<file path="src/rtl/red_pitaya_filter_cfg_seq.sv">
// Filter configuration sequencer: shadow-latches a word, applies it now or on sync, then holds.
// Optional FILTER_CFG_SEQ_STAGGER_EN applies one stage byte per cycle, stage 0 first.
`timescale 1ns / 1ps

module red_pitaya_filter_cfg_seq #(
  parameter int unsigned STAGES     = 4,
  parameter int unsigned SETTLEBITS = 16
) (
  input  logic                  clk_i,
  input  logic                  rstn_i,
  input  logic [31:0]           cfg_i,
  input  logic                  cfg_valid_i,
  output logic                  cfg_ready_o,
  input  logic                  sync_mode_i,
  input  logic                  sync_i,
  input  logic                  abort_i,
  input  logic [SETTLEBITS-1:0] settle_i,
  output logic [31:0]           set_filter_o,
  output logic                  apply_o,
  output logic                  hold_o,
  output logic                  busy_o
);

  typedef enum logic [1:0] {StIdle, StArmed, StApply, StSettle} state_e;

  // Bytes of stages that are not in use are forced to zero at accept.
  localparam logic [31:0] StageMask = (STAGES >= 4) ? 32'hFFFF_FFFF :
                                      ((32'd1 << (8 * STAGES)) - 32'd1);

  state_e                state_q;
  logic [31:0]           shadow_q;
  logic [SETTLEBITS-1:0] settle_q;
  logic [SETTLEBITS-1:0] cnt_q;

`ifdef FILTER_CFG_SEQ_STAGGER_EN
  localparam logic [1:0] LastStg = 2'(STAGES - 1);
  logic [1:0] stg_q;
`endif

  assign cfg_ready_o = (state_q == StIdle);
  assign busy_o      = (state_q != StIdle);

  always_ff @(posedge clk_i or negedge rstn_i) begin
    if (!rstn_i) begin
      state_q      <= StIdle;
      shadow_q     <= '0;
      settle_q     <= '0;
      cnt_q        <= '0;
      set_filter_o <= '0;
      apply_o      <= 1'b0;
      hold_o       <= 1'b0;
`ifdef FILTER_CFG_SEQ_STAGGER_EN
      stg_q        <= '0;
`endif
    end else begin
      apply_o <= 1'b0;
      unique case (state_q)
        StIdle: begin
          if (cfg_valid_i) begin
            shadow_q <= cfg_i & StageMask;
            settle_q <= settle_i;
            state_q  <= sync_mode_i ? StArmed : StApply;
`ifdef FILTER_CFG_SEQ_STAGGER_EN
            stg_q    <= '0;
`endif
          end
        end
        StArmed: begin
          // Abort has priority over a coincident sync strobe.
          if (abort_i) begin
            state_q <= StIdle;
          end else if (sync_i) begin
            state_q <= StApply;
          end
        end
        StApply: begin
`ifdef FILTER_CFG_SEQ_STAGGER_EN
          set_filter_o[{stg_q, 3'b000} +: 8] <= shadow_q[{stg_q, 3'b000} +: 8];
          if (stg_q == 2'd0 && settle_q != '0) begin
            hold_o <= 1'b1;
          end
          if (stg_q == LastStg) begin
            apply_o <= 1'b1;
            if (settle_q != '0) begin
              state_q <= StSettle;
              hold_o  <= 1'b1;
              cnt_q   <= settle_q - SETTLEBITS'(1);
            end else begin
              state_q <= StIdle;
            end
          end else begin
            stg_q <= stg_q + 2'd1;
          end
`else
          set_filter_o <= shadow_q;
          apply_o      <= 1'b1;
          if (settle_q != '0) begin
            state_q <= StSettle;
            hold_o  <= 1'b1;
            cnt_q   <= settle_q - SETTLEBITS'(1);
          end else begin
            state_q <= StIdle;
          end
`endif
        end
        StSettle: begin
          if (abort_i || cnt_q == '0) begin
            hold_o  <= 1'b0;
            state_q <= StIdle;
          end else begin
            cnt_q <= cnt_q - SETTLEBITS'(1);
          end
        end
        default: state_q <= StIdle;
      endcase
    end
  end

endmodule

</file>
<file path="config.mk">
export PLATFORM = sky130hd
export DESIGN_NAME = red_pitaya_filter_cfg_seq
export DESIGN_NICKNAME = d
export VERILOG_FILES = /design/src/rtl/red_pitaya_filter_cfg_seq.sv
export SDC_FILE = /design/constraint.sdc
export NUM_CORES = 1
export LEC_CHECK = 0
export BUFFER_PORTS_ARGS = -buffer_cell sky130_fd_sc_hd__buf_4
export CORE_AREA = 2 2 116 118
export DETAILED_ROUTE_END_ITERATION = 8
export DIE_AREA = 0 0 118 120
export MAX_ROUTING_LAYER = met4
export PLACE_DENSITY = 0.61
export SLEW_MARGIN = 20
export SYNTH_ARGS = -nofsm -noshare
export SYNTH_HDL_FRONTEND = slang
export SYNTH_SLANG_ARGS = --single-unit
</file>
<file path="constraint.sdc">
create_clock -name clk_i -period 3.28 [get_ports clk_i]
set_input_delay 0.328 -clock clk_i [delete_from_list [all_inputs] [get_ports clk_i]]
set_output_delay 0.328 -clock clk_i [all_outputs]
set_load 0.005 [all_outputs]
</file>
==> run metrics <==
Mapped Area approximately 5000 um^2; Die Ht between 100 and 150 um; Logic pwr share 0.427; First-pass DRT Iterations 5; Post-route DRC 0; Max Transition Viols Final 0; top_reg_cell synth dfrtp_1; setup violators final 0; CP required around 3500 ps; pre-CTS setup slack around 600 ps; setup bufs post-CTS 0; Routability Congestion around 0.9; Max VDD drop around 440 uV; crit path launch type register; clk_skew a little over 6 ps; Die Width 118 um; clock buffer depth 2; Diodes inserted 0; Max Cap Violations 0; global route total overflow 0; antenna violations before repair 0; vias in the first global route ~4,200; Clk pin slew, worst setup/hold paths 70 ps; hpwl dp 8860 um; largest net degree at the start of global routing between 60 and 70; Post-Synthesis Cells ~470; Leak Pwr ~2.7 nW; Hold Vio Cnt, Final 0; CP max-delay cell dfrtp_1; CTS root buf clkbuf_16; Switch Pwr roughly 0.0025 W; Hold Crit Class input pin to async pin; number of buffers created by CTS 9; port bufs 89; sw frac 0.400; outcome complete, no violations; Synth warnings 0; Fin Hold WS slightly below 100 ps; r2r setup slk between 500 and 600 ps; cts hold-fix bufs 0; relative slew slack 0.409; Syn Area/Cell roughly 10 um^2; critical path endpoint category register; Final TNS setup 0 ps; final wirelength 13,100 um; DR iter-0 viols 301; GRT Total Usage 0.198; Int Power about 0.0037 W; Worst Tran Pin Value ~890 ps; Reg power frac 0.405; RR Startpoint state_q[0]$_DFFE_PN0P_; Post-synth EDFFs 0; Critical Path, Cell by Cell and2_1 > mux2i_1 > ha_1 > o21ai_1 > nor4_2 > mux2_2 > o211a_1; Clock Sink Count 100; Netlist cell types 71; Post-Syn Nets about 530; Clock Power Share 0.168; Layout Nets 609; first-pass GRT wire length ~22,000 um; Core Area about 13,000 um^2; vias per cell 5.47; WS Path Type register to register; CP Max Fanout 16; TritonCTS clock tree built; cell row count 42; I/O Pins 90; final antenna-violating net count 0; worst path arrival time between 2000 and 3000 ps; post-cts resize count 0; Post-synth ARST share 1.00; Yosys reg bits 100; layout cells sized above 1 0.331; CP max stage delay between 600 and 700 ps; sequential area share after synthesis 0.505; die area 14,200 um^2; crit share post-route 0.833; Worst-Skew Late Latency between 300 and 400 ps; f_max around 0.37 GHz; H-tree Lvls 3; Reg2Reg Depth 7; Vias 4,024; PD cells between 1000 and 1500 nW/um^2; Initial Util 0.382; RSZ-0062 raised after global routing false; final worst path period need ~2700 ps; Routed WL per cell between 15 and 20 um; area grow syn2layout 22.2%; Worst Slack Setup Final roughly 550 ps; worst flop-to-flop path endpoint cnt_q[12]$_DFFE_PN0P_
## worst max-delay path by stage
stage          slack (ps)               endpoint              startpoint  cells past startpoint
6_report              550  cnt_q[12]$_DFFE_PN0P_  state_q[0]$_DFFE_PN0P_                      7
4_1_cts               570  cnt_q[12]$_DFFE_PN0P_  state_q[0]$_DFFE_PN0P_                      7
3_3_place_gp          720  cnt_q[12]$_DFFE_PN0P_  state_q[0]$_DFFE_PN0P_                      7
2_1_floorplan         470  cnt_q[12]$_DFFE_PN0P_  state_q[0]$_DFFE_PN0P_                     11
5_1_grt               390  cnt_q[12]$_DFFE_PN0P_  state_q[0]$_DFFE_PN0P_                      7
3_5_place_dp          590  cnt_q[12]$_DFFE_PN0P_  state_q[0]$_DFFE_PN0P_                      7
## layer usage
metal	share of wire	track usage	vias to the layer above
li1	-	-	1865
met1	0.43	0.248	2005
met2	0.48	0.319	141
met3	0.070	0.0437	13
met4	0.014	0.0700	0
met5	0	-	-
## power groups by stage
stage	sequential (W)	clock (W)	combinational (W)
CTS	0.00248	0.00105	0.00264
global placement	0.00248	0	0.00258
global route	0.00257	0.00110	0.00290
detailed placement	0.00249	0	0.00264
floorplan	0.00224	0	0.00189
finish	0.00249	0.00103	0.00262
## cell families (layout without fill, tap and decap cells)
family | after synthesis | in the layout | share of synthesized area
AND/OR/NAND/NOR | 188 | 188 | 0.186
flip-flops | 100 | 100 | 0.505
AO/OA/AOI/OAI | 89 | 89 | 0.140
multiplexers | 55 | 55 | 0.124
buffers and inverters | 39 | 125 | 0.0414
adder cells (fa/ha/maj) | 1 | 1 | 0.00252
XOR/XNOR | 1 | 1 | 0.00177
## synth_stat cells (4+ instances only)
| master | number | area share |
|---|---|---|
| nor2_1 | 19 | 0.014 |
| a21oi_1 | 14 | 0.014 |
| mux2i_1 | 5 | 0.010 |
| nand2_1 | 112 | 0.085 |
| a31oi_1 | 4 | 0.0050 |
| buf_2 | 11 | 0.011 |
| nor3_1 | 10 | 0.010 |
| mux2_2 | 49 | 0.11 |
| nand4_1 | 4 | 0.0050 |
| o2bb2ai_1 | 4 | 0.0071 |
| buf_1 | 4 | 0.0030 |
| clkbuf_1 | 8 | 0.0061 |
| and4bb_2 | 4 | 0.010 |
| nor4_1 | 10 | 0.013 |
| o22ai_1 | 6 | 0.0076 |
| dfrtp_1 | 100 | 0.50 |
| o21ai_0 | 9 | 0.0091 |
| a211oi_1 | 9 | 0.014 |
| inv_1 | 9 | 0.0068 |
## critical path: cells and delay by family, from the launching register on
family | cells | cell delay (ps)
AO/OA/AOI/OAI | 2 | 360
multiplexers | 2 | 610
flip-flops | 1 | 660
AND/OR/NAND/NOR | 2 | 720
adder cells (fa/ha/maj) | 1 | 270
## cells in the final DEF, fill, tap and decap left out, drive strengths merged, types with 4 or more instances in the layout
cell / count
o2bb2ai: 4
inv: 11
nor3: 10
buf: 100
nor4: 13
o22ai: 6
and4bb: 4
a211oi: 10
nand2: 113
o211ai: 5
dfrtp: 100
clkbuf: 10
a31oi: 4
mux2: 50
o21a: 4
nand4: 5
nor2: 20
o21ai: 11
mux2i: 5
a21oi: 14
## state kept, by name (all words and copies together), names as in the netlist
| name | cells |
|---|---|
| state_q | 2 |
| settle_q | 16 |
| apply_o | 1 |
| hold_o | 1 |
| shadow_q | 32 |
| set_filter_o | 32 |
| cnt_q | 16 |
## stage by stage
stage / cell area [um^2] / total power (W) / util / instances
2_1_floorplan: 4960 / 0.00413 / - / 473
3_3_place_gp: 5770 / 0.00506 / 0.444 / 719
3_5_place_dp: 5770 / 0.00512 / 0.444 / 719
4_1_cts: 6050 / 0.00617 / 0.466 / 735
5_1_grt: 6050 / 0.00658 / 0.466 / 735
6_report: 6050 / 0.00614 / 0.466 / 735
## cell type report
class / count / area, um^2
multi-input cells: 334 / 2250
clock buffers: 10 / 239
inverters: 9 / 33.8
well taps: 176 / 220
clock inverters: 6 / 46.3
flip-flops and latches: 100 / 2500
repair buffers: 100 / 763
fillers: 1224 / 6930
Power figures use the tool's default switching activity.
